==> src/rtl/delay_line_ctrl_pkg.sv <==
// Shared types and defaults for the echo delay-line controller.
// The DELAY_FLUSH_EN macro (see delay_line_ctrl.sv) enables re-flush on delay change.
package delay_line_ctrl_pkg;

   localparam int DEPTH_DEF = 8192;
   localparam int CNT_W_DEF = 14;

   typedef enum logic [1:0] {
      FLUSH = 2'd0,
      PRIME = 2'd1,
      RUN   = 2'd2
   } state_e;

   // Zero delay would never leave PRIME; anything past DEPTH-1 would overfill the FIFO.
   function automatic logic [31:0] clamp_delay(input logic [31:0] d, input int unsigned depth);
      if (d == 32'd0) return 32'd1;
      if (d > depth - 32'd1) return depth - 32'd1;
      return d;
   endfunction

endpackage

==> src/rtl/delay_line_ctrl_fill_counter.sv <==
// Fill counter for the delay-line FIFO: counts priming writes and flags when the
// occupancy has reached the latched delay target.
module delay_fill_counter #(
   parameter int CNT_W = 14
) (
   input  logic             clk_i,
   input  logic             rst_i,
   input  logic             clr_i,
   input  logic             inc_i,
   input  logic [CNT_W-1:0] target_i,
   output logic [CNT_W-1:0] cnt_o,
   output logic             reached_o
);

   logic [CNT_W-1:0] cnt_q, cnt_d;

   // A clear and an increment together land on 1: the first priming write.
   always_comb begin
      cnt_d = cnt_q;
      if (clr_i)      cnt_d = inc_i ? CNT_W'(1) : '0;
      else if (inc_i) cnt_d = cnt_q + CNT_W'(1);
   end

   always_ff @(posedge clk_i or posedge rst_i) begin
      if (rst_i) cnt_q <= '0;
      else       cnt_q <= cnt_d;
   end

   assign cnt_o     = cnt_q;
   assign reached_o = (cnt_q == target_i);

endmodule

==> src/rtl/delay_line_ctrl.sv <==
// Sequencer for the echo delay-line FIFO: flush, prime to delay D, then run.
// Define DELAY_FLUSH_EN to re-flush and re-prime whenever delay_len changes.
module delay_line_ctrl
   import delay_line_ctrl_pkg::*;
#(
   parameter int DEPTH = DEPTH_DEF,
   parameter int CNT_W = CNT_W_DEF
) (
   input  logic             sysclk,
   input  logic             rst,
   input  logic             sample_strobe,
   input  logic [CNT_W-1:0] delay_len,
   input  logic             fifo_empty,
   input  logic             fifo_full,
   output logic             wrreq,
   output logic             rdreq,
   output logic             echo_en,
   output logic [CNT_W-1:0] fill,
   output logic             err
);

   state_e           state_q, state_d;
   logic             wr_q, wr_d, rd_q, rd_d, echo_q, echo_d, err_q, err_d;
   logic             emp_q, emp_d;
   logic             clr, inc, load, reached;
   logic [CNT_W-1:0] delay_q, dclamp;

   assign dclamp = CNT_W'(clamp_delay(32'(delay_len), DEPTH));

   delay_fill_counter #(.CNT_W(CNT_W)) u_fill (
      .clk_i    (sysclk),
      .rst_i    (rst),
      .clr_i    (clr),
      .inc_i    (inc),
      .target_i (delay_q),
      .cnt_o    (fill),
      .reached_o(reached)
   );

   always_comb begin
      state_d = state_q;
      wr_d    = 1'b0;
      rd_d    = 1'b0;
      err_d   = err_q;
      emp_d   = 1'b0;
      clr     = 1'b0;
      inc     = 1'b0;
      load    = 1'b0;
      case (state_q)
         FLUSH: begin
            rd_d  = !fifo_empty;
            emp_d = fifo_empty;
            if (fifo_empty && emp_q) begin
               state_d = PRIME;
               clr     = 1'b1;
               load    = 1'b1;
            end
         end
         PRIME:   if (reached) state_d = RUN;
         default: ;
      endcase
`ifdef DELAY_FLUSH_EN
      if (state_q != FLUSH && dclamp != delay_q) state_d = FLUSH;
`endif
      // The strobe follows the rules of the state being entered this edge.
      if (sample_strobe) begin
         if (state_d == PRIME) begin
            if (fifo_full) begin
               err_d   = 1'b1;
               state_d = FLUSH;
            end else begin
               wr_d = 1'b1;
               inc  = 1'b1;
            end
         end else if (state_d == RUN) begin
            if (fifo_full || fifo_empty) begin
               err_d   = 1'b1;
               state_d = FLUSH;
            end else begin
               wr_d = 1'b1;
               rd_d = 1'b1;
            end
         end
      end
      echo_d = (state_d == RUN) && (echo_q || rd_d);
   end

   always_ff @(posedge sysclk or posedge rst) begin
      if (rst) begin
         state_q <= FLUSH;
         wr_q    <= 1'b0;
         rd_q    <= 1'b0;
         echo_q  <= 1'b0;
         err_q   <= 1'b0;
         emp_q   <= 1'b0;
         delay_q <= CNT_W'(1);
      end else begin
         state_q <= state_d;
         wr_q    <= wr_d;
         rd_q    <= rd_d;
         echo_q  <= echo_d;
         err_q   <= err_d;
         emp_q   <= emp_d;
         if (load) delay_q <= dclamp;
      end
   end

   assign wrreq   = wr_q;
   assign rdreq   = rd_q;
   assign echo_en = echo_q;
   assign err     = err_q;

endmodule

==> config.mk <==
export PLATFORM = sky130hd
export DESIGN_NAME = delay_line_ctrl
export DESIGN_NICKNAME = d
export VERILOG_FILES = /design/src/rtl/delay_line_ctrl_pkg.sv /design/src/rtl/delay_line_ctrl_fill_counter.sv /design/src/rtl/delay_line_ctrl.sv
export SDC_FILE = /design/constraint.sdc
export NUM_CORES = 1
export LEC_CHECK = 0
export CORE_MARGIN = 2
export CORE_UTILIZATION = 44
export CTS_BUF_LIST = sky130_fd_sc_hd__clkbuf_8
export CTS_CLUSTER_SIZE = 8
export DETAILED_ROUTE_END_ITERATION = 12
export GPL_ROUTABILITY_DRIVEN = 0
export GPL_TIMING_DRIVEN = 0
export HOLD_SLACK_MARGIN = 0.06
export PLACE_DENSITY = 0.7
export SLEW_MARGIN = 10
export SYNTH_ARGS = -nofsm -noshare
export SYNTH_HDL_FRONTEND = slang
export SYNTH_SLANG_ARGS = --single-unit
export TNS_END_PERCENT = 5
==> constraint.sdc <==
create_clock -name sysclk -period 3.1 [get_ports sysclk]
set_input_delay 0.465 -clock sysclk [delete_from_list [all_inputs] [get_ports sysclk]]
set_output_delay 0.465 -clock sysclk [all_outputs]
set_load 0.005 [all_outputs]
==> reports/metrics.yaml, run 1 <==
grt:
  grt_pass1_wl_um: 6589
  grt_max_degree: 36
  antenna_found_initial: 0
  grt_pass1_vias: 1433
  grt_overflow: 0
  globalRouteTotalUtil_pct: 19.20
timing:
  fin_skew_ns: 0.008043
  final.min_clock_period_ns: 2.588
  tns_ns: 0
  period_share_pct: 83.50
  maxSlewViolCount: 0
  worstMarginPinSlew_ns: 0.7082
  hold_viol: 0
  fin_ws_ns: 0.5115
  whs_ns: 0.4809
  maxClockFrequency_mhz: 386.3
  setup-violations-final: 0
  maxSlewHeadroom_pct: 52.72
  grt_setup_unrepaired: "no"
cts:
  cts.sinks: 35
  cts_tree: "done"
  cts_max_path_buffers: 2
  clk_latency_ns: 0.29
  cts.clk_slew.worst_paths_ns: 0.07
  cts-resized-gates: 0
  htree_num_levels: 2
  root_buffer: "clkbuf_8"
  cts_made_buffers: 5
  cts_setup_buffers: 0
  cts_hold_buffers: 0
synth:
  post-synth-top-area-cell: "dfrtp_1"
  seq_area_frac_synth_pct: 47.65
  synth_area_mm2: 0.001841
  synth_ff_type: "dfrtp_1"
  synth.distinct_cells: 38
  synth_cells: 196
  yosysWarnings: 0
  synth_edf_count: 0
  synthArstFlopShare_pct: 100.0
  mappedNetlistNets: 218
  netlist.area_leader.share_pct: 46.23
  ys_top_cells_by_area: "dfrtp_1 46%, xor2_1 8.1%, nand2_1 6.9%, nor2_1 4.5%, o21ai_0 4.1%"
  synth.avg_cell_area_um2: 9.390
  ys_seq_elements: 35
layout:
  utilization_pct: 58.68
  layout_common_cells: "36 x clkdlybuf4s50_1, 34 x nand2_1, 34 x dfrtp_1"
  fin_cells: 290
  area.growth.synth_to_final_pct: 27.53
  drive_above_1_share_pct: 8.750
  n_antenna_cell: 0
  final_common_cell: "clkdlybuf4s50_1"
  finish.net_count: 261
outcome:
  status: "finished, final reports clean"
floorplan:
  die-area_mm2: 0.004716
  initial_core_util_pct: 46.01
  ios: 37
  placementRows: 23
  die_h_um: 68.68
  die_x_um: 68.68
  coreArea_mm2: 0.004000
setup_path:
  crit_arrival_ns: 2.77
  endpoint_kind: "register"
  crit_fanout: 8
  crit_type: "register to register"
  startpoint: "u_fill.cnt_o[3]"
  cp.required_ns: 3.28
  start_kind: "register"
  r2r-start: "u_fill.cnt_o[3]"
power_and_ir_drop:
  power_density_mw_per_mm2: 622.9
  worst_ir_drop_vdd_uv: 363.8
  p_leak_nw: 1.084
route:
  drtAntennaViolNets: 0
  via_per_inst: 5.276
  drc_errors: 0
  wl_um: 3871
  drtPass1Iterations: 4
  routedWlPerCell_um: 13.35
  vias: 1530
  dr.first_iter.drc_count: 57
place:
  hpwlAfterDp_um: 2980
  placed_cells: 282
  io_buffers: 36
  place_ws_ns: 0.2758
flow_run:
  cap_violations: 0
min_path:
  min_path_type: "register to register"
  hold_start: "err"
-- synthesized netlist by cell type, types with 3 or more instances --
| master | instances |
|---|---|
| buf_2 | 4 |
| o21ai_0 | 15 |
| nor3_1 | 5 |
| inv_1 | 3 |
| nand2_1 | 34 |
| dfrtp_1 | 34 |
| nor2_1 | 22 |
| xnor2_1 | 6 |
| nor4_1 | 5 |
| nand4_1 | 3 |
| ha_1 | 3 |
| xor2_1 | 17 |
| nand3_1 | 6 |
| nor4_2 | 3 |
| a21oi_1 | 7 |
-- final timing paths --
kind,endpoint,slack (ns),cells past startpoint
setup / recovery,u_fill.cnt_o[11],0.51,10
hold / removal,err,0.48,1
setup reg to reg,u_fill.cnt_o[11],0.51,10
hold reg to reg,err,0.48,1
max in group asynchronous,delay_q[9],2.04,2
min in group asynchronous,delay_q[2],0.61,2
-- metal layers --
metal	GRT usage, %	share of wire (%)	vias to the layer above
met5	0	0	-
met4	6.000	1.4	0
met1	25.05	46	717
li1	-	-	763
met3	5.032	4.8	5
met2	31.13	48	45
-- area by class of cell --
type | count | area [µm²]
repair buffers | 36 | 360.3
inverters | 3 | 11.26
well taps | 50 | 62.56
clock buffers | 5 | 68.82
flip-flops and latches | 35 | 877.1
multi-input cells | 152 | 924.6
fillers | 365 | 1653
clock inverters | 3 | 15.01
plain buffers | 6 | 27.53
-- cells by family after synthesis --
family,share of synthesized area [%]
compound gates,9.042
simple gates,27.67
flops,47.66
xor+xnor,10.94
buf+inv,2.108
mux,0.5439
fa+ha+maj,2.040
-- power breakdown --
group	internal, mW	switching (mW)	total (mW)
sequential	0.580	0.107	0.688
clock	0.153	0.163	0.317
combinational	0.216	0.242	0.458
total	0.950	0.512	1.46
-- critical path, cell delays in order (launching register included) --
cell and delay (ns):
dfrtp_1 0.37, buf_2 0.17, xor2_1 0.19, nor4_2 0.08, and4_1 0.25, nor2_1 0.12, ha_1 0.31, nand4b_2 0.27
nor4_2 0.41, a21oi_1 0.12, a31o_1 0.18
-- stage by stage --
stage | power (mW) | cell area, µm²
after floorplan | 0.9859 | 1841
after global placement | 1.137 | 2263
after detailed placement | 1.156 | 2263
after CTS | 1.478 | 2347
after global routing | 1.576 | 2347
final | 1.462 | 2347
-- flip-flops by register name, summed over array words and instances (netlist names) --
register and cells:
delay_q 14, emp_q 1, u_fill.cnt_o 14, err 1, echo_en 1, wrreq 1
rdreq 1, state_q 2
Power figures use the tool's default switching activity.
==> run 2, diff against run 1 <==
==> constraint.sdc (replaced) <==
create_clock -name sysclk -period 2.5 [get_ports sysclk]
set_input_delay 0.375 -clock sysclk [delete_from_list [all_inputs] [get_ports sysclk]]
set_output_delay 0.375 -clock sysclk [all_outputs]
set_load 0.005 [all_outputs]
==> run 2 against run 1 <==
Effect of this change:
- fmax rose by 9.4%
- via count up 2.2%
- core utilization up 1.9 points
- critical path depth did not move
- final cell count stayed put
- highest routed layer unchanged
==> reports/metrics.yaml, run 2 (synthesis results as in run 1) <==
power_and_ir_drop:
  power_density_mw_per_mm2: 780.0  # was 622.9 mW/mm²
  p_leak_nw: 1.109  # was 1.084 nW
  p_switching_mw: 0.6796  # was 0.5123 mW
  p_clk_share_pct: 20.8  # was 21.7%
  p_comb_share_pct: 33.4  # was 31.3%
  switching_share_pct: 35.93  # was 35.03%
  p_int_mw: 1.212  # was 0.9499 mW
  worst_ir_drop_vdd_uv: 480.8  # was 363.8 µV
  power_frac_seq_pct: 45.8  # was 47.0%
setup_path:
  slowest_delay_ns: 0.38  # was 0.41 ns
  crit_buf_inv: 1  # unchanged
  r2r_slack_ns: 0.13  # was 0.51 ns
  crit_fanout: 8  # unchanged
  endpoint_kind: "register"  # unchanged
  rr_worst_depth: 10  # unchanged
  crit_chain: "buf_4 > xor2_2 > nor4_2 > and4_2 > nor2_2 > ha_4 > and4b_2 > nand3_1 > or3_1 > a21oi_1"  # was buf_2 > xor2_1 > nor4_2 > and4_1 > nor2_1 > ha_1 > nand4b_2 > nor4_2 > a21oi_1 > a31o_1
  r2r-start: "u_fill.cnt_o[3]"  # unchanged
  crit_arrival_ns: 2.59  # was 2.77 ns
  slowest_stage: "dfrtp_1"  # was nor4_2
  crit_family: "simple AND/OR/NAND/NOR gates"  # unchanged
  start_kind: "register"  # unchanged
  reg2reg_to: "u_fill.cnt_o[9]"  # was u_fill.cnt_o[11]
  cp.required_ns: 2.72  # was 3.28 ns
  crit_type: "register to register"  # unchanged
floorplan:
  die_x_um: 68.68  # unchanged
  die-area_mm2: 0.004716  # unchanged
  ios: 37  # unchanged
  die_h_um: 68.68  # unchanged
  placementRows: 23  # unchanged
  coreArea_mm2: 0.004000  # unchanged
  initial_core_util_pct: 46.01  # unchanged
cts:
  root_buffer: "clkbuf_8"  # unchanged
  clk_latency_ns: 0.29  # about the same
  htree_num_levels: 2  # unchanged
  cts_setup_buffers: 0  # unchanged
  cts_hold_buffers: 0  # unchanged
  cts.sinks: 35  # unchanged
  cts_made_buffers: 5  # unchanged
  cts_max_path_buffers: 2  # unchanged
  cts.clk_slew.worst_paths_ns: 0.07  # about the same
  cts_tree: "done"  # unchanged
place:
  place_ws_ns: -0.2342  # was 0.2758 ns
  hpwlAfterDp_um: 2980  # unchanged
  placed_area_mm2: 0.002263  # unchanged
  io_buffers: 36  # unchanged
grt:
  grt_pass1_vias: 1445  # was 1,433
  globalRouteTotalUtil_pct: 19.41  # was 19.20%
  antenna_found_initial: 0  # unchanged
  grt_max_degree: 36  # unchanged
  grt_overflow: 0  # unchanged
  grt_pass1_wl_um: 6665  # was 6589 µm
route:
  via_per_inst: 5.393  # was 5.276
  dr.first_iter.drc_count: 66  # was 57
  met3_length_um: 155  # was 186 µm
  drc_errors: 0  # unchanged
  route.met2.wl_um: 1996  # was 1855 µm
  drtAntennaViolNets: 0  # unchanged
  vias: 1564  # was 1,530
  wl_um: 4024  # was 3871 µm
  top_layer: "met4"  # unchanged
  routedWlPerCell_um: 13.88  # was 13.35 µm
  drtPass1Iterations: 4  # unchanged
  m1WireLength_um: 1819  # was 1777 µm
layout:
  drive_above_1_share_pct: 14.58  # was 8.750%
  area.growth.synth_to_final_pct: 31.75  # was 27.53%
  finish.net_count: 261  # unchanged
  nFillCells: 358  # was 365
  utilization_pct: 60.62  # was 58.68%
  n_antenna_cell: 0  # unchanged
  final_common_cell: "clkdlybuf4s50_1"  # unchanged
  stdcell_area_mm2: 0.002425  # was 0.002347 mm²
  layout_common_cells: "36 x clkdlybuf4s50_1, 34 x nand2_1, 31 x dfrtp_1"  # was 36 x clkdlybuf4s50_1, 34 x nand2_1, 34 x dfrtp_1
min_path:
  min_path_type: "register to register"  # unchanged
  hold_start: "err"  # unchanged
  holdPathStages: 1  # unchanged
  hold_path_end: "err"  # unchanged
timing:
  fin_skew_ns: 0.007252  # was 0.008043 ns
  maxClockFrequency_mhz: 422.5  # was 386.3 MHz
  setup-violations-final: 0  # unchanged
  maxSlewViolCount: 0  # unchanged
  hold_viol: 0  # unchanged
  worstMarginPinSlew_ns: 0.6950  # was 0.7082 ns
  tns_ns: 0  # unchanged
  fin_ws_ns: 0.1331  # was 0.5115 ns
  final.min_clock_period_ns: 2.367  # was 2.588 ns
  whs_ns: 0.4809  # about the same
  maxSlewHeadroom_pct: 53.60  # was 52.72%
  period_share_pct: 94.67  # was 83.50%
flow_run:
  cap_violations: 0  # unchanged
outcome:
  status: "finished, final reports clean"  # unchanged
==> run 2: worst max-delay path by stage <==
stage,from,to,slack (ns),cells past startpoint
5_1_grt,u_fill.cnt_o[3],u_fill.cnt_o[9],-0.007,10
3_5_place_dp,fifo_empty,u_fill.cnt_o[11],-0.23,10
2_1_floorplan,u_fill.cnt_o[3],u_fill.cnt_o[11],0.21,10
3_3_place_gp,fifo_empty,u_fill.cnt_o[11],-0.17,10
6_report,u_fill.cnt_o[3],u_fill.cnt_o[9],0.13,10
4_1_cts,u_fill.cnt_o[3],u_fill.cnt_o[11],0.005,10
==> run 2: metal layers <==
metal,GRT usage [%],up-vias
met5,0,-
met4,6.000,0
met3,5.032,5
met2,31.49,42
met1,25.36,752
li1,-,765
==> run 2: final cells by class <==
| class | instances | area [µm²] | share of cell area (%) |
|---|---|---|---|
| Timing Repair Buffer | 36 | 360.3 | 14.86 |
| Clock inverter | 3 | 15.01 | 0.6192 |
| Tap cell | 50 | 62.56 | 2.580 |
| Clock buffer | 5 | 68.82 | 2.838 |
| Sequential cell | 35 | 880.8 | 36.33 |
| Inverter | 3 | 11.26 | 0.4644 |
| Buffer | 6 | 30.03 | 1.238 |
| Multi-Input combinational cell | 152 | 996.0 | 41.07 |
==> run 2: power groups by stage <==
stage | combinational (mW) | clock (mW) | sequential [mW]
2_1_floorplan | 0.392 | 0 | 0.831
5_1_grt | 0.719 | 0.428 | 0.889
6_report | 0.632 | 0.393 | 0.867
3_3_place_gp | 0.553 | 0 | 0.857
3_5_place_dp | 0.571 | 0 | 0.863
4_1_cts | 0.579 | 0.408 | 0.852
==> run 2: per-stage QoR <==
step | power [mW] | instances
3_5_place_dp | 1.433 | 282
3_3_place_gp | 1.410 | 282
4_1_cts | 1.839 | 290
2_1_floorplan | 1.223 | 196
5_1_grt | 2.035 | 290
6_report | 1.891 | 290
==> run 2: worst reg2reg max path: stages (launching register included) <==
cell	delay (ns)
dfrtp_1	0.38
buf_4	0.17
xor2_2	0.17
nor4_2	0.07
and4_2	0.28
nor2_2	0.16
ha_4	0.20
and4b_2	0.27
nand3_1	0.10
or3_1	0.36
a21oi_1	0.14
==> run 2: repair_timing <==
| action | 4_1_cts | 5_1_grt |
|---|---|---|
| endpoints found under the setup margin | 3 | 13 |
| cloned | 0 | 0 |
| gates resized for setup | 2 | 17 |
| pin swaps | 0 | 2 |
